`config.mk`:
```
export PLATFORM = sky130hd
export DESIGN_NAME = fetch_queue_flat
export DESIGN_NICKNAME = d
export VERILOG_FILES = /design/src/rtl/fetch_pkg.sv /design/src/rtl/fetch_queue_if.sv /design/src/rtl/sync_fifo.sv /design/src/rtl/fetch_queue.sv /design/src/flat_wrapper.sv
export SDC_FILE = /design/constraint.sdc
export NUM_CORES = 1
export LEC_CHECK = 0
export ABC_AREA = 1
export CAP_MARGIN = 20
export CORE_UTILIZATION = 52
export DETAILED_ROUTE_END_ITERATION = 8
export GPL_ROUTABILITY_DRIVEN = 0
export PLACE_DENSITY_LB_ADDON = 0.2
export SETUP_SLACK_MARGIN = 0.5
export SYNTH_ARGS = -nofsm -noshare
export SYNTH_HDL_FRONTEND = slang
export SYNTH_SLANG_ARGS = --single-unit
```
`constraint.sdc`:
```
create_clock -name clock -period 5.3 [get_ports clock]
set_input_delay 1.59 -clock clock [delete_from_list [all_inputs] [get_ports clock]]
set_output_delay 1.59 -clock clock [all_outputs]
set_load 0.005 [all_outputs]
```
`src/rtl/fetch_pkg.sv`:
```
// Shared types and constants for the instruction-fetch front end.
package fetch_pkg;

  localparam int unsigned FQ_XLEN          = 64;
  localparam int unsigned FQ_ILEN          = 32;
  localparam int unsigned INST_BYTES       = 4;
  localparam logic [31:0] NOP_INST         = 32'h0000_0013;
  localparam logic [63:0] DEFAULT_RESET_PC = 64'h8000_0000;

  typedef struct packed {
    logic [FQ_XLEN-1:0] pc;
    logic [FQ_ILEN-1:0] inst;
  } fq_entry_t;

endpackage

```
`src/rtl/fetch_queue_if.sv`:
```
// Instruction-memory, redirect and decode-side signals of the fetch queue.
interface fetch_queue_if
  import fetch_pkg::*;
#(
  parameter int unsigned XLEN = FQ_XLEN,
  parameter int unsigned ILEN = FQ_ILEN
);

  logic            imem_req_o;
  logic [XLEN-1:0] imem_addr_o;
  logic            imem_gnt_i;
  logic            imem_rvalid_i;
  logic [ILEN-1:0] imem_rdata_i;
  logic            redirect_i;
  logic [XLEN-1:0] redirect_pc_i;
  logic            valid_o;
  logic [ILEN-1:0] inst_o;
  logic [XLEN-1:0] pc_o;
  logic            ready_i;

  modport master (
    output imem_req_o, imem_addr_o, valid_o, inst_o, pc_o,
    input  imem_gnt_i, imem_rvalid_i, imem_rdata_i, redirect_i, redirect_pc_i, ready_i
  );

  modport slave (
    input  imem_req_o, imem_addr_o, valid_o, inst_o, pc_o,
    output imem_gnt_i, imem_rvalid_i, imem_rdata_i, redirect_i, redirect_pc_i, ready_i
  );

endinterface

```
`src/rtl/sync_fifo.sv`:
```
// Synchronous FIFO with flush; pointers wrap modulo DEPTH (power of two).
module sync_fifo #(
  parameter int unsigned WIDTH = 8,
  parameter int unsigned DEPTH = 4
) (
  input  logic                         clk,
  input  logic                         rst,
  input  logic                         push,
  input  logic                         pop,
  input  logic                         flush,
  input  logic [WIDTH-1:0]             wdata,
  output logic [WIDTH-1:0]             rdata,
  output logic [$clog2(DEPTH+1)-1:0]   count
);

  localparam int unsigned PTR_W = $clog2(DEPTH);
  localparam int unsigned CNT_W = $clog2(DEPTH + 1);

  logic [WIDTH-1:0] mem [DEPTH];
  logic [PTR_W-1:0] wr_ptr;
  logic [PTR_W-1:0] rd_ptr;
  logic             do_push;
  logic             do_pop;

  // Flush wins over any push or pop in the same cycle.
  assign do_push = push && !flush;
  assign do_pop  = pop && !flush && (count != '0);
  assign rdata   = mem[rd_ptr];

  always_ff @(posedge clk) begin
    if (do_push) mem[wr_ptr] <= wdata;
  end

  always_ff @(posedge clk or posedge rst) begin
    if (rst) begin
      wr_ptr <= '0;
      rd_ptr <= '0;
      count  <= '0;
    end else if (flush) begin
      wr_ptr <= '0;
      rd_ptr <= '0;
      count  <= '0;
    end else begin
      if (do_push) wr_ptr <= wr_ptr + PTR_W'(1);
      if (do_pop)  rd_ptr <= rd_ptr + PTR_W'(1);
      count <= count + CNT_W'(do_push) - CNT_W'(do_pop);
    end
  end

  a_no_overflow: assert property (@(posedge clk) disable iff (rst)
    !(do_push && !do_pop && (32'(count) == DEPTH)));

endmodule

```
`src/rtl/fetch_queue.sv`:
```
// Pipelined instruction fetch with credit-based request throttling and a PC/inst queue.
// Optional same-cycle response bypass to decode: define FETCH_QUEUE_BYPASS_EN.
module fetch_queue
  import fetch_pkg::*;
#(
  parameter int unsigned     XLEN     = FQ_XLEN,
  parameter int unsigned     ILEN     = FQ_ILEN,
  parameter int unsigned     DEPTH    = 4,
  parameter int unsigned     MAX_OUT  = 2,
  parameter logic [XLEN-1:0] RESET_PC = XLEN'(DEFAULT_RESET_PC)
) (
  input  logic             clock,
  input  logic             reset,
  fetch_queue_if.master    fq
);

  localparam int unsigned     CNT_W   = $clog2(DEPTH + 1);
  localparam int unsigned     OUT_W   = $clog2(MAX_OUT + 1);
  localparam int unsigned     ENT_W   = XLEN + ILEN;
  localparam logic [XLEN-1:0] PC_STEP = XLEN'(INST_BYTES);

  logic [XLEN-1:0]  req_pc;
  logic [XLEN-1:0]  resp_pc;
  logic [XLEN-1:0]  redirect_base;
  logic [OUT_W-1:0] inflight;
  logic [OUT_W-1:0] drop;
  logic [OUT_W-1:0] live;
  logic [CNT_W-1:0] count;
  logic [ENT_W-1:0] head;
  logic             req_c;
  logic             grant;
  logic             resp;
  logic             push;
  logic             bypass;
  logic             fifo_push;
  logic             fifo_pop;
  logic             head_valid;

  // Only issue when every response still expected has a guaranteed slot.
  assign live  = inflight - drop;
  assign req_c = !reset && !fq.redirect_i
              && ((32'(count) + 32'(live)) < DEPTH)
              && (32'(inflight) < MAX_OUT);
  assign grant = req_c && fq.imem_gnt_i;

  // Responses with nothing tracked (e.g. stragglers across reset) are ignored.
  assign resp          = fq.imem_rvalid_i && (inflight != '0);
  assign push          = resp && (drop == '0) && !fq.redirect_i;
  assign redirect_base = {fq.redirect_pc_i[XLEN-1:2], 2'b00};
  assign head_valid    = (count != '0);

`ifdef FETCH_QUEUE_BYPASS_EN
  assign bypass = push && !head_valid;
`else
  assign bypass = 1'b0;
`endif

  assign fifo_push = push && !(bypass && fq.ready_i);
  assign fifo_pop  = head_valid && fq.ready_i && !fq.redirect_i;

  sync_fifo #(
    .WIDTH (ENT_W),
    .DEPTH (DEPTH)
  ) u_fifo (
    .clk   (clock),
    .rst   (reset),
    .push  (fifo_push),
    .pop   (fifo_pop),
    .flush (fq.redirect_i),
    .wdata ({resp_pc, fq.imem_rdata_i}),
    .rdata (head),
    .count (count)
  );

  // Fetch/response PCs and credit counters; a redirect re-derives drop from inflight.
  always_ff @(posedge clock or posedge reset) begin
    if (reset) begin
      req_pc   <= RESET_PC;
      resp_pc  <= RESET_PC;
      inflight <= '0;
      drop     <= '0;
    end else if (fq.redirect_i) begin
      req_pc   <= redirect_base;
      resp_pc  <= redirect_base;
      inflight <= inflight - OUT_W'(resp);
      drop     <= inflight - OUT_W'(resp);
    end else begin
      inflight <= inflight + OUT_W'(grant) - OUT_W'(resp);
      if (grant)                 req_pc  <= req_pc + PC_STEP;
      if (push)                  resp_pc <= resp_pc + PC_STEP;
      if (resp && drop != '0)    drop    <= drop - OUT_W'(1);
    end
  end

  assign fq.imem_req_o  = req_c;
  assign fq.imem_addr_o = req_pc;
  assign fq.valid_o     = head_valid || bypass;
  assign fq.pc_o        = head_valid ? head[ENT_W-1:ILEN] : (bypass ? resp_pc : '0);
  assign fq.inst_o      = head_valid ? head[ILEN-1:0] : (bypass ? fq.imem_rdata_i : '0);

endmodule
```
`src/flat_wrapper.sv`:
```
// flat-port wrapper written by rule: the top's interface ports become plain ports
module fetch_queue_flat import fetch_pkg::*;
#(
  parameter int unsigned     XLEN     = FQ_XLEN,
  parameter int unsigned     ILEN     = FQ_ILEN,
  parameter int unsigned     DEPTH    = 4,
  parameter int unsigned     MAX_OUT  = 2,
  parameter logic [XLEN-1:0] RESET_PC = XLEN'(DEFAULT_RESET_PC)
)
  (clock, reset, fq_imem_req_o, fq_imem_addr_o, fq_valid_o, fq_inst_o, fq_pc_o, fq_imem_gnt_i, fq_imem_rvalid_i, fq_imem_rdata_i, fq_redirect_i, fq_redirect_pc_i, fq_ready_i);
  fetch_queue_if #(.XLEN(XLEN), .ILEN(ILEN)) fq_i ();
  input  logic clock;
  input  logic reset;
  output wire logic [$bits(fq_i.imem_req_o)-1:0] fq_imem_req_o;
  output wire logic [$bits(fq_i.imem_addr_o)-1:0] fq_imem_addr_o;
  output wire logic [$bits(fq_i.valid_o)-1:0] fq_valid_o;
  output wire logic [$bits(fq_i.inst_o)-1:0] fq_inst_o;
  output wire logic [$bits(fq_i.pc_o)-1:0] fq_pc_o;
  input wire logic [$bits(fq_i.imem_gnt_i)-1:0] fq_imem_gnt_i;
  input wire logic [$bits(fq_i.imem_rvalid_i)-1:0] fq_imem_rvalid_i;
  input wire logic [$bits(fq_i.imem_rdata_i)-1:0] fq_imem_rdata_i;
  input wire logic [$bits(fq_i.redirect_i)-1:0] fq_redirect_i;
  input wire logic [$bits(fq_i.redirect_pc_i)-1:0] fq_redirect_pc_i;
  input wire logic [$bits(fq_i.ready_i)-1:0] fq_ready_i;
  assign fq_imem_req_o = fq_i.imem_req_o;
  assign fq_imem_addr_o = fq_i.imem_addr_o;
  assign fq_valid_o = fq_i.valid_o;
  assign fq_inst_o = fq_i.inst_o;
  assign fq_pc_o = fq_i.pc_o;
  assign fq_i.imem_gnt_i = fq_imem_gnt_i;
  assign fq_i.imem_rvalid_i = fq_imem_rvalid_i;
  assign fq_i.imem_rdata_i = fq_imem_rdata_i;
  assign fq_i.redirect_i = fq_redirect_i;
  assign fq_i.redirect_pc_i = fq_redirect_pc_i;
  assign fq_i.ready_i = fq_ready_i;
  fetch_queue #(.XLEN(XLEN), .ILEN(ILEN), .DEPTH(DEPTH), .MAX_OUT(MAX_OUT), .RESET_PC(RESET_PC)) u_core (.clock(clock), .reset(reset), .fq(fq_i));
endmodule
```
# After elaboration in Yosys (flattened, before gate mapping)
# Memory sizes are Yosys's and may differ from the RTL's.
# Cells that the tools add are included.
# word_totals
ramBits	384
in_bits	102
mem_count	1
register_bits	139
word_cells	62
# op_classes
n_mux	16
reduce_logical	24
n_lt_le_gt_ge	2
addsub	12
# memory_table
name	words	word_bits	read_ports	rd_clocked_by_memory_dff	wr	line_no	text
u_core.u_fifo.mem	4	96	1	0	1	sync_fifo.sv:19	logic [WIDTH-1:0] mem [DEPTH];
# ops
cell	n
$mux 64	5
$add 64x3->64 const B	2
$lt 32x3->1 const B	1
$mux 32	1
$mux 2	7
$reduce_bool 2->1	7
$logic_and 1x1->1	13
$add 2x1->2 const B	2
$add 3x2->4	1
$sub 2x1->2	2
$add 3x1->3	1
$mux 3	1
$reduce_bool 3->1	1
$sub 3x1->3	1
$add 2x1->2	1
$logic_not 1->1	2
$logic_not 2->1	1
$lt 2x2->1 const B	1
$mux 1	2
$sub 2x1->2 const B	1
$sub 2x2->2	1

# Logic depth before layout (Yosys ltp)
# Gate-level depths: netlist (run 1).
# depth
depth_word	9
depth_mapped	16

# Hierarchy
# From an unflattened synthesis (run 1), not the netlist that was laid out.
# hier_totals
cells_unflattened	2985
area_unflattened_um2	26491.7
# modules_own_cells
module	cells_per_inst	instances	seq_area_each_um2	area_each_um2
sync_fifo	1181	1	11706.2	15602.5
fetch_queue	1804	1	3205.6	10889.2

# Worst setup path before layout (run 1)
# Ideal clock, no wire load.
# synth_timing
kind	in2reg
from	in fq_imem_rvalid_i
to	mem u_core.u_fifo.mem[0][0] (netlist name), enable pin
stages	7
required_time_ns	4.753
n_path_buf	1
arrival_ns	6.364
path_slack_ns	-1.611
setup_ns	0.547
cell_sequence	o21ai_1 nor2_2 inv_2 clkbuf_1 nor2_1 inv_1 nor2_1
# synth_via
elab_chain_len	6
# synth_rtl
item	line_no	text
start, declared	flat_wrapper.sv:20	input wire logic [$bits(fq_i.imem_rvalid_i)-1:0] fq_imem_rvalid_i;
$logic_and 1x1->1	fetch_queue.sv:47	assign resp = fq.imem_rvalid_i && (inflight != '0);
$logic_and 1x1->1 (2 in a row)	fetch_queue.sv:48	assign push = resp && (drop == '0) && !fq.redirect_i;
$logic_and 1x1->1	sync_fifo.sv:26	assign do_push = push && !flush;
$mux 1	sync_fifo.sv:31	if (do_push) mem[wr_ptr] <= wdata;
$mux 1 (implied by the code)	sync_fifo.sv:31	
end, declared	sync_fifo.sv:19	
# No other way between the ends.

# Worst setup path in the final report (run 1)
# layout_timing
from	reg u_core.u_fifo.rd_ptr[0]
to	out fq_pc_o[22]
# layout_via
elab_chain_len	2
# layout_rtl
item	line_no	text
start, declared	sync_fifo.sv:21	logic [PTR_W-1:0] rd_ptr;
start signal, assigned	sync_fifo.sv:45	if (do_pop) rd_ptr <= rd_ptr + PTR_W'(1);
$mem_v2 4x96	n/a	
$mux 64	fetch_queue.sv:98	assign fq.pc_o = head_valid ? head[ENT_W-1:ILEN] : (bypass ? resp_pc : '0);
end, declared	flat_wrapper.sv:18	output wire logic [$bits(fq_i.pc_o)-1:0] fq_pc_o;
# No other way between the ends.

==> results of run 1 <==
-- routing by layer --
metal | part of all wire (%) | track usage [%] | wire (µm)
met4 | 4.5 | 14.2 | 3210
met3 | 9.1 | 5.07 | 6460
met1 | 40 | 38.7 | 28000
met5 | 0 | 0 | 0
met2 | 47 | 48.2 | 33200
-- cell type report --
type                       count  share of cell area [%]
sequential                   511                    49.6
multi-input combinational   1931                    29.3
timing repair buffer         290                    10.3
clock buffer                  69                    4.93
tap                          607                    2.57
inverter                     196                    2.51
clock inverter                30                   0.786
-- power by group through the flow --
| stage | clock (mW) | combinational (mW) | sequential, mW |
|---|---|---|---|
| finish | 3.62 | 3.88 | 5.30 |
| global route | 3.83 | 4.28 | 5.35 |
| CTS | 3.66 | 3.89 | 5.28 |
| detailed placement | 0 | 3.87 | 5.35 |
| global placement | 0 | 3.80 | 5.33 |
| floorplan | 0 | 2.03 | 5.14 |
-- sequential cells by signal, summed over array words and instances, names as in the netlist --
name / cells
u_core.u_fifo.count: 3
u_core.u_fifo.wr_ptr: 2
u_core.u_fifo.mem: 376
u_core.resp_pc: 62
u_core.u_fifo.rd_ptr: 2
u_core.inflight: 2
u_core.fq.imem_addr_o: 62
u_core.drop: 2
-- worst min path at each step --
stage               slack, ps  depth (start not counted)                 startpoint                         to
finish                    550                          2  u_core.fq.imem_addr_o[31]  u_core.fq.imem_addr_o[31]
global route              580                          2  u_core.fq.imem_addr_o[31]  u_core.fq.imem_addr_o[31]
CTS                       550                          2  u_core.fq.imem_addr_o[31]  u_core.fq.imem_addr_o[31]
detailed placement        550                          2  u_core.fq.imem_addr_o[31]  u_core.fq.imem_addr_o[31]
global placement          540                          2  u_core.fq.imem_addr_o[31]  u_core.fq.imem_addr_o[31]
floorplan                 520                          2  u_core.fq.imem_addr_o[31]  u_core.fq.imem_addr_o[31]
-- metrics by stage --
step | TNS [ps] | utilization [%] | power, mW | std cells | hold WS (ps)
after floorplan | -21460 | - | 7.17 | 2756 | 516
after global placement | 0 | 59.9 | 9.13 | 3534 | 537
after detailed placement | 0 | 59.9 | 9.23 | 3534 | 547
after CTS | 0 | 63.5 | 12.8 | 3633 | 554
after global routing | 0 | 63.6 | 13.5 | 3634 | 581
final | 0 | 63.6 | 12.8 | 3634 | 554
-- cell usage in the layout, fill, tap and decap left out, types with 2 or more instances in the layout --
cell / n
sky130_fd_sc_hd__nor2_1: 621
sky130_fd_sc_hd__nand2_1: 509
sky130_fd_sc_hd__edfxtp_1: 376
sky130_fd_sc_hd__o21ai_0: 273
sky130_fd_sc_hd__clkdlybuf4s50_1: 256
sky130_fd_sc_hd__inv_1: 189
sky130_fd_sc_hd__a21oi_1: 178
sky130_fd_sc_hd__nand3_1: 158
sky130_fd_sc_hd__dfrtp_1: 131
sky130_fd_sc_hd__clkbuf_16: 55
sky130_fd_sc_hd__nor3_1: 36
sky130_fd_sc_hd__nand4_1: 29
sky130_fd_sc_hd__o211ai_1: 25
sky130_fd_sc_hd__o21bai_1: 17
sky130_fd_sc_hd__buf_4: 16
sky130_fd_sc_hd__buf_12: 16
sky130_fd_sc_hd__ha_1: 13
sky130_fd_sc_hd__clkbuf_1: 11
sky130_fd_sc_hd__clkinv_1: 11
sky130_fd_sc_hd__clkinv_2: 10
sky130_fd_sc_hd__or2_2: 9
sky130_fd_sc_hd__nor2_4: 9
sky130_fd_sc_hd__nor2_2: 8
sky130_fd_sc_hd__xor2_1: 8
sky130_fd_sc_hd__nand3b_1: 6
sky130_fd_sc_hd__inv_2: 5
sky130_fd_sc_hd__nand2_2: 5
sky130_fd_sc_hd__a31oi_1: 4
sky130_fd_sc_hd__conb_1: 4
sky130_fd_sc_hd__o21ai_1: 3
sky130_fd_sc_hd__inv_6: 3
sky130_fd_sc_hd__bufinv_16: 3
sky130_fd_sc_hd__clkbuf_8: 3
sky130_fd_sc_hd__o31ai_1: 2
sky130_fd_sc_hd__xnor2_1: 2
sky130_fd_sc_hd__and2_1: 2
sky130_fd_sc_hd__clkinvlp_4: 2
sky130_fd_sc_hd__clkinv_4: 2
sky130_fd_sc_hd__dfstp_2: 2
-- worst max-delay path, delay by kind of cell, from the launching register on --
family / cells / cell delay, ps
AO/OA/AOI/OAI: 2 / 490
flip-flops: 1 / 640
buffers and inverters: 3 / 1230
-- logic make-up after synthesis --
family	synth area share [%]
adders and majority gates	0.744
DFF	59.7
other	0.0153
xor gates and xnor gates	0.357
AOI/OAI and AO/OA	10.8
and+or+nand+nor	23.2
buffers and inverters	5.14
==> impl_results.md, run 1 <==
* Critical setup path kind: reg -> out
* Placed inst area at 27900 µm²
* Worst reg2reg endpoint: u_core.fq.imem_addr_o[17]
* Root Driver: sky130_fd_sc_hd__clkbuf_16
* Maximum single-stage delay on the critical path at 640 ps
* Proportion of register bits with asynchronous set or reset after synthesis at 26.4%
* Source-to-sink clock delay at the later pin of the worst-skew pair at 600 ps
* Residual overflow from global routing at 0
* Sequential share of power at 41.4%
* Crit path from: u_core.u_fifo.rd_ptr[0]
* Global-route wire length before repair at 109000 µm
* Via count of the routed design at 20700
* Quantity of I/O buffers inserted on ports at 257
* Detailed-route DRC error count at 0
* Post-CTS Setup Bufs at 0
* Final clock skew at 20.1 ps
* Vertical die dimension at 219 µm
* R2R cell count at 13
* Layout cell share with drive strength beyond 1 at 5.15%
* HPWL after detailed placement at 47100 µm
* Pin count of the biggest net entering global routing at 96
* Tightest slew margin relative to the limit at 38.7%
* Result of the run: completed
* Required time worst endpoint at 3710 ps
* Drt first pass iters at 7
* VDD IR-drop max at 306 µV
* Layout overhead on the synthesized area at 20.5%
* Count of flip-flops with a built-in enable after synthesis at 376
* Proportion of synthesized chip area in sequential cells at 59.7%
* Max Cap Viol at 0
* Slowest stage cell, crit path: sky130_fd_sc_hd__dfrtp_4
* Dominant cell by count in the synthesized netlist: sky130_fd_sc_hd__nor2_1
* Area of combinational cells with multiple inputs at 8680 µm²
* Main area contributors after synthesis: sky130_fd_sc_hd__edfxtp_1 46%, sky130_fd_sc_hd__dfrtp_1 14%, sky130_fd_sc_hd__nor2_1 9.6%
* Reg-to-reg critical path startpoint: u_core.drop[0]
* Share of total power in combinational logic at 30.3%
* Unrepaired setup endpoints after global routing: no
* H-Tree Depth at 2
* Top cells by count, synth: 626 x sky130_fd_sc_hd__nor2_1, 509 x sky130_fd_sc_hd__nand2_1, 376 x sky130_fd_sc_hd__edfxtp_1, 273 x sky130_fd_sc_hd__o21ai_0, 191 x sky130_fd_sc_hd__inv_1
* Quantity of hold-fixing buffers added after cts at 0
* Ordered list of cells on the worst path: inv_4 > buf_16 > o21ai_0 > a21oi_1 > clkdlybuf4s50_1
* Post-CTS sizing at 0
* Number of DRC markers in iteration 0 at 2158
* Flop-to-flop setup slack at 1880 ps
* Total number of yosys warnings at 0
* Clock share of power at 28.3%
* Avg Synthesized Cell Area at 8.92 µm²
* Switching power at 4.29 mW
* Critical Path Sink: fq_pc_o[22]
* Initial core utilization at 52.8%
* Final number of setup-violating endpoints at 0
* Post-synth top flop: sky130_fd_sc_hd__edfxtp_1
* Final hold violation count at 0
* Boundary Pins at 264
* Total Wirelength at 70900 µm
* Full die area at 48100 µm²
* Gr usage total at 29.7%
* Worst path setup slack after routing at 705 ps
* Critical Path Sink Type: output port
* Pre-CTS setup slack at 742 ps
* Row count at 79
* Final Critical Period at 4590 ps
* Number of global-route vias before repair at 19900
* Most area-hungry cell type in the Yosys netlist: sky130_fd_sc_hd__edfxtp_1
* Synthesized instance count at 2753
* Sinks on Clock Net at 511
* Max Freq at 218 MHz
* Pwr/cell area at 433 nW/µm²
* Peak fanout along the critical path at 94
* Ant. Diodes at 0
* Total standard cell area after synthesis at 24600 µm²
* Number of fill cells in the layout at 3765
* Worst min path class: reg -> reg
* Clock tree buffer depth at 3
* Register Area at 14700 µm²
* Total of flip-flops plus latches after synthesis at 511
* Max-slew violation total from the final report at 0
* Leakage dissipation at 11.1 nW
* Part of the cycle the worst path needs at 86.7%
* Via density per instance at 5.69
* CP Data Arrival Time at 3000 ps
* Final instance area at 29600 µm²
* Floorplan die width at 219 µm
* Floorplan core area at 46600 µm²
* Sw frac at 33.5%
* CTS buffer count at 53
* Final net count at 3099
* Antenna violations before repair at 1
* Proportion of netlist area held by the largest area contributor at 46.0%
* Routed WL per cell at 19.5 µm
* Final antenna-violating net count at 0
* Clock tree from TritonCTS: yes
* Internal power component at 8.52 mW
* Unique cell type count in the Yosys netlist at 43
* Clock input transition at the sequential cells of the worst setup and hold paths at 60 ps
* Worst Tran Pin Value at 919 ps
* CP Launch Type: flop
Note: power is estimated with default switching activity, not from simulation.
==> inputs of run 2 (changes only) <==
Settings changed: CORE_UTILIZATION 52 to 53, CTS_BUF_LIST set to sky130_fd_sc_hd__clkbuf_4, CTS_CLUSTER_SIZE set to 28.
==> run 2 against run 1 <==
Against the previous run: worst hold slack gained 9.1 ps; final area about the same; first-iteration DRC count shrank 3.3%; largest power group unchanged.
==> impl_results.md, run 2 (same netlist as run 1, synthesis figures left out) <==
* Via count of the routed design at 21200 (+2.7%)
* Placed inst area at 27800 µm² (-0.19%)
* Floorplan die width at 217 µm (-0.94%)
* Worst Tran Pin Value at 920 ps (+1.10 ps)
* Number of cells on the worst hold path at 0 (-2)
* Max-slew violation total from the final report at 0 (unchanged)
* Final hold violation count at 0 (unchanged)
* Source-to-sink clock delay at the later pin of the worst-skew pair at 990 ps (+390 ps)
* Clock tree from TritonCTS: yes
* Part of the cycle the worst path needs at 87.9% (+1.2 points)
* Quantity of I/O buffers inserted on ports at 257 (unchanged)
* CTS buffer count at 133 (+150%)
* Commonest non-fill, non-tap cells in the layout: 621 x sky130_fd_sc_hd__nor2_1, 509 x sky130_fd_sc_hd__nand2_1, 376 x sky130_fd_sc_hd__edfxtp_1, 273 x sky130_fd_sc_hd__o21ai_0, 255 x sky130_fd_sc_hd__clkdlybuf4s50_1
* Hold Path Origin: u_core.resp_pc[31]
* Antenna violations before repair at 1 (unchanged)
* Floorplan core area at 45600 µm² (-2.1%)
* Final number of setup-violating endpoints at 0 (unchanged)
* Final clock skew at 50.1 ps (+30.0 ps)
* Flip-flop count of the largest register after layout at 376 (unchanged)
* Clock input transition at the sequential cells of the worst setup and hold paths at 80 ps (+20 ps)
* Pwr/cell area at 428 nW/µm² (-1.1%)
* Most common cell after layout, fill and taps aside: sky130_fd_sc_hd__nor2_1
* Final Critical Period at 4660 ps (+65.8 ps)
* Final net count at 3183 (+2.7%)
* Tightest slew margin relative to the limit at 38.2% (-0.55 points)
* Number of DRC markers in iteration 0 at 2086 (-3.3%)
* CP Launch Type: flop
* H-Tree Depth at 4 (+2)
* Maximum single-stage delay on the critical path at 610 ps (-30 ps)
* Final antenna-violating net count at 0 (unchanged)
* Worst reg2reg endpoint: u_core.fq.imem_addr_o[17]
* R2R cell count at 13 (unchanged)
* Register with the most flip-flops: u_core.u_fifo.mem
* CP Data Arrival Time at 3070 ps (+70 ps)
* Fin cells at 3764 (+3.6%)
* Pin count of the biggest net entering global routing at 95 (-1.0%)
* Placed Cells incl. Taps at 3526 (-0.23%)
* Residual overflow from global routing at 0 (unchanged)
* Global-route wire length before repair at 111000 µm (+2.4%)
* Worst min-delay path endpoint: u_core.u_fifo.mem[0][63]
* Clock tree buffer depth at 3 (unchanged)
* Detailed-route DRC error count at 0 (unchanged)
* Reg-to-reg critical path startpoint: u_core.drop[0]
* Required time worst endpoint at 3710 ps (about the same)
* Initial core utilization at 53.9% (+1.1 points)
* Row count at 78 (-1.3%)
* Max Freq at 215 MHz (-1.4%)
* Gr usage total at 31.2% (+1.5 points)
* VDD IR-drop max at 254 µV (-17%)
* Critical Path Sink Type: output port
* Result of the run: completed
* Full die area at 47200 µm² (-1.9%)
* Ordered list of cells on the worst path: clkinv_8 > buf_6 > o21ai_0 > a21oi_1 > clkdlybuf4s50_1
* Worst min path class: reg -> reg
* Total buffers and inverters traversed by the critical path at 3 (unchanged)
* Boundary Pins at 264 (unchanged)
* Total Wirelength at 72300 µm (+2.1%)
* Leakage dissipation at 11.3 nW (+1.6%)
* Routed WL per cell at 19.2 µm (-1.5%)
* Critical setup path kind: reg -> out
* Vertical die dimension at 217 µm (-0.94%)
* Drt first pass iters at 5 (-2)
* Number of global-route vias before repair at 20600 (+3.3%)
* Sinks on Clock Net at 511 (unchanged)
* Flop-to-flop setup slack at 1980 ps (+100 ps)
* Total negative slack for setup checks at 0 ps (unchanged)
* Via density per instance at 5.64 (-0.87%)
* Layout cell share with drive strength beyond 1 at 8.95% (+3.8 points)
* Peak fanout along the critical path at 47 (-50%)
* Final instance area at 29600 µm² (about the same)
* Layout overhead on the synthesized area at 20.5% (about the same)
* Family with the most delay on the worst path: buffers and inverters
* Slowest stage cell, crit path: sky130_fd_sc_hd__dfrtp_4
* HPWL after detailed placement at 46900 µm (-0.41%)
* Root Driver: sky130_fd_sc_hd__clkbuf_4
* Unrepaired setup endpoints after global routing: yes
* Worst hold-check slack at 563 ps (+9.12 ps)
* Max Cap Viol at 0 (unchanged)
[run 2: worst reg2reg max path, stage by stage, from the launching register on]
cell and delay (ps):
sky130_fd_sc_hd__dfrtp_1 400, sky130_fd_sc_hd__ha_1 210, sky130_fd_sc_hd__xnor2_1 160, sky130_fd_sc_hd__xor2_1 160, sky130_fd_sc_hd__inv_1 50, sky130_fd_sc_hd__ha_1 260
sky130_fd_sc_hd__nand2_1 40, sky130_fd_sc_hd__o21ai_0 190, sky130_fd_sc_hd__nor3_2 80, sky130_fd_sc_hd__nand2_2 410, sky130_fd_sc_hd__nand2_4 420, sky130_fd_sc_hd__inv_2 610
sky130_fd_sc_hd__nand2_1 120, sky130_fd_sc_hd__o211ai_1 120
[run 2: power breakdown]
part	internal [mW]	leakage, nW	total [mW]	switching (mW)
Combinational	1.74	5.33	4.03	2.29
Clock	1.72	0.960	3.34	1.62
Sequential	4.76	5.01	5.30	0.532
[run 2: what timing repair did]
action                     CTS  global route
hold buffers                 0             0
resized for setup           10             6
setup buffers                4             0
setup endpoints to repair   95            44
pin swaps                    1             1
gates cloned                 2             0
[run 2: how the worst max path moves through the flow]
stage	start	end	slack, ps	depth (start not counted)
after floorplan	fq_imem_rvalid_i	u_core.u_fifo.mem[0][0]	-60	7
after global placement	reset	fq_imem_req_o	720	5
after detailed placement	reset	fq_imem_req_o	740	5
after CTS	u_core.u_fifo.rd_ptr[0]	fq_inst_o[5]	520	5
after global routing	u_core.u_fifo.rd_ptr[0]	fq_pc_o[48]	460	5
final	u_core.u_fifo.rd_ptr[0]	fq_pc_o[47]	640	5
[run 2: cell type report]
cell class                      count  area, µm²
Timing Repair Buffer              293       3090
Inverter                          196        752
Clock inverter                     44        250
Sequential cell                   511      14700
Multi-Input combinational cell   1932       8690
Clock buffer                      186       1400
Fill cell                        3726      16000
Antenna cell                        2       5.00
Tap cell                          600        751
[run 2: metrics by stage]
stage               power (mW)  utilization (%)  setup WS (ps)
floorplan                 7.17                -          -57.1
global placement          9.10             61.0            724
detailed placement        9.21             61.0            739
CTS                       12.7             64.9            521
global route              13.4             65.0            457
finish                    12.7             65.0            639
[run 2: routing by layer]
layer / GRT usage [%] / vias up / share of wire [%]
li1: - / 9964 / -
met1: 39.8 / 10100 / 40
met2: 50.3 / 1020 / 47
met3: 7.18 / 181 / 8.8
met4: 15.0 / 0 / 4.0
met5: 0 / - / 0
==> inputs of run 3 (changes only) <==
Settings changed: CELL_PAD_IN_SITES_DETAIL_PLACEMENT set to 1, CELL_PAD_IN_SITES_GLOBAL_PLACEMENT set to 2, CORE_UTILIZATION 53 to 33.
==> run 3 against run 2 <==
Against the previous run: worst hold slack lost 6.5 ps; final cell count grew 10%; power grew 4.2%; the flow now finishes with violations (DRC); sequential power hardly changed.
==> impl_results.md, run 3 (same netlist as run 1, synthesis figures left out) <==
* Worst min path class: reg -> reg
* Final clock skew at 61.1 ps (+11.1 ps)
* Routed WL per cell at 21.1 µm (+9.8%)
* Final antenna-violating net count at 0 (unchanged)
* Peak fanout along the critical path at 54 (+15%)
* Reg-to-reg critical path startpoint: u_core.u_fifo.count[1]
* HPWL after detailed placement at 59500 µm (+27%)
* Sw frac at 36.4% (+1.4 points)
* Final net count at 3199 (+0.50%)
* CP Data Arrival Time at 3060 ps (about the same)
* Gr usage total at 23.3% (-7.9 points)
* CTS buffer count at 144 (+8.3%)
* Final hold violation count at 0 (unchanged)
* Clock tree buffer depth at 3 (unchanged)
* Result of the run: finished, violations left
* Max Cap Viol at 0 (unchanged)
* Via count of the routed design at 20900 (-1.6%)
* Quantity of I/O buffers inserted on ports at 257 (unchanged)
* Leakage dissipation at 11.4 nW (+1.1%)
* Sequential share of power at 40.3% (-1.5 points)
* Drt first pass iters at 7 (+2)
* Quantity of hold-fixing buffers added after cts at 0 (unchanged)
* Pre-CTS setup slack at 698 ps (-41.0 ps)
* Share of total power in combinational logic at 31.6% (-0.2 points)
* Layout cell share with drive strength beyond 1 at 9.87% (+0.92 points)
* Placed Cells incl. Taps at 3891 (+10%)
* Source-to-sink clock delay at the later pin of the worst-skew pair at 990 ps (about the same)
* Critical Path Sink Type: output port
* Row count at 99 (+27%)
* Failing checks: DRC
* Global-route wire length before repair at 131000 µm (+18%)
* Vertical die dimension at 275 µm (+26%)
* VDD IR-drop max at 290 µV (+14%)
* H-Tree Depth at 4 (unchanged)
* Hold Path Origin: u_core.fq.imem_addr_o[31]
* Max-slew violation total from the final report at 0 (unchanged)
* Layout overhead on the synthesized area at 23.2%
* Required time worst endpoint at 3710 ps (about the same)
* Root Driver: sky130_fd_sc_hd__clkbuf_4
* Internal power component at 8.39 mW (+2.0%)
* Clock share of power at 28.1% (+1.8 points)
* Floorplan core area at 73300 µm² (+61%)
* CP Launch Type: flop
* Detailed-route DRC error count at 13 (+13)
* Full die area at 75500 µm² (+60%)
* Fin cells at 4153 (+10%)
* Final number of setup-violating endpoints at 0 (unchanged)
* Switching power at 4.80 mW (+8.3%)
* Max Freq at 215 MHz (+0.14%)
* Residual overflow from global routing at 0 (unchanged)
* Tightest slew margin relative to the limit at 40.9% (+2.7 points)
* Part of the cycle the worst path needs at 87.8% (-0.13 points)
* Worst Tran Pin Value at 887 ps (-33.1 ps)
* Worst path setup slack after routing at 646 ps (+6.69 ps)
* Sinks on Clock Net at 511 (unchanged)
* Antenna violations before repair at 2 (+1)
* Initial core utilization at 33.5% (-20 points)
* Unrepaired setup endpoints after global routing: yes
* Critical setup path kind: reg -> out
* Number of DRC markers in iteration 0 at 912 (-56%)
* Crit path from: u_core.u_fifo.rd_ptr[0]
* Flip-flop count of the largest register after layout at 376 (unchanged)
* Register with the most flip-flops: u_core.u_fifo.mem
* Pwr/cell area at 436 nW/µm² (+2.0%)
* Most common cell after layout, fill and taps aside: sky130_fd_sc_hd__nor2_1
* Boundary Pins at 264 (unchanged)
* Flop-to-flop setup slack at 2030 ps (+50 ps)
* Clock input transition at the sequential cells of the worst setup and hold paths at 60 ps (-20 ps)
* Total Wirelength at 87600 µm (+21%)
* Via density per instance at 5.03 (-11%)
* Commonest non-fill, non-tap cells in the layout: 621 x sky130_fd_sc_hd__nor2_1, 509 x sky130_fd_sc_hd__nand2_1, 376 x sky130_fd_sc_hd__edfxtp_1, 273 x sky130_fd_sc_hd__o21ai_0, 255 x sky130_fd_sc_hd__clkdlybuf4s50_1
* Number of global-route vias before repair at 22200 (+7.6%)
* Pin count of the biggest net entering global routing at 115 (+21%)
* Clock tree from TritonCTS: yes
* Floorplan die width at 275 µm (+26%)
* Final Critical Period at 4650 ps (-6.69 ps)
run 3: cell count changes in the layout (fill, tap and decap cells not counted), sizes merged:
cell | previous run | this run
buf | 37 | 40
clkinvlp | 6 | 3
dlygate4sd2 | 0 | 1
nor2 | 639 | 638
bufbuf | 0 | 1
dlymetal6s2s | 1 | 0
clkbuf | 186 | 202
inv | 196 | 203
diode | 2 | 1
clkinv | 36 | 44
run 3: repair_timing:
item	in CTS	in global routing
pin swaps	1	0
hold endpoints to repair	0	0
gates resized for setup	17	5
gates cloned	1	1
setup buffers	3	0
setup endpoints to repair	95	43
run 3: layout make-up:
cell class | instances | area, µm²
inverters | 196 | 761
multi-input cells | 1931 | 8690
fillers | 8580 | 43100
repair buffers | 299 | 3060
flip-flops and latches | 511 | 14700
well taps | 959 | 1200
diodes | 1 | 2.50
clock buffers | 200 | 1500
clock inverters | 56 | 363
run 3: through the flow:
step	hold slack, ps	setup TNS [ps]	utilization (%)	power (mW)	cell area (µm²)
after floorplan	516	-21460	-	7.17	24600
after global placement	539	0	38.5	9.36	28200
after detailed placement	545	0	38.5	9.49	28200
after CTS	556	0	41.2	13.4	30200
after global routing	597	0	41.3	14.0	30300
final	557	0	41.3	13.2	30300
run 3: critical path: stages (launching register included):
cell                              delay [ps]
sky130_fd_sc_hd__dfrtp_4                 590
sky130_fd_sc_hd__clkbuf_8                420
sky130_fd_sc_hd__nor2_1                  100
sky130_fd_sc_hd__nor2_1                   90
sky130_fd_sc_hd__o21ai_0                  80
sky130_fd_sc_hd__a21oi_1                 220
sky130_fd_sc_hd__clkdlybuf4s50_1         540
run 3: path summary, 6_finish.rpt:
check / to / cells after the start
worst max-delay path: fq_inst_o[15] / 6
worst min-delay path: u_core.fq.imem_addr_o[31] / 2
worst max register to register: u_core.u_fifo.count[2] / 13
worst min register to register: u_core.fq.imem_addr_o[31] / 2
max in group asynchronous: u_core.resp_pc[53] / 3
min in group asynchronous: u_core.u_fifo.count[0] / 2
run 3: routing by layer:
metal | track usage, % | up-vias | routed length [µm]
met5 | 0 | - | 0
met4 | 9.10 | 0 | 2680
met3 | 4.55 | 138 | 3920
met2 | 40.7 | 451 | 43500
met1 | 28.2 | 10300 | 37500
li1 | - | 10000 | -
run 3: power by group through the flow:
stage          Sequential [mW]  Combinational (mW)  Clock, mW
6_report                  5.32                4.17       3.70
5_1_grt                   5.38                4.62       4.03
4_1_cts                   5.32                4.21       3.84
3_5_place_dp              5.41                4.08          0
3_3_place_gp              5.37                3.99          0
2_1_floorplan             5.14                2.03          0
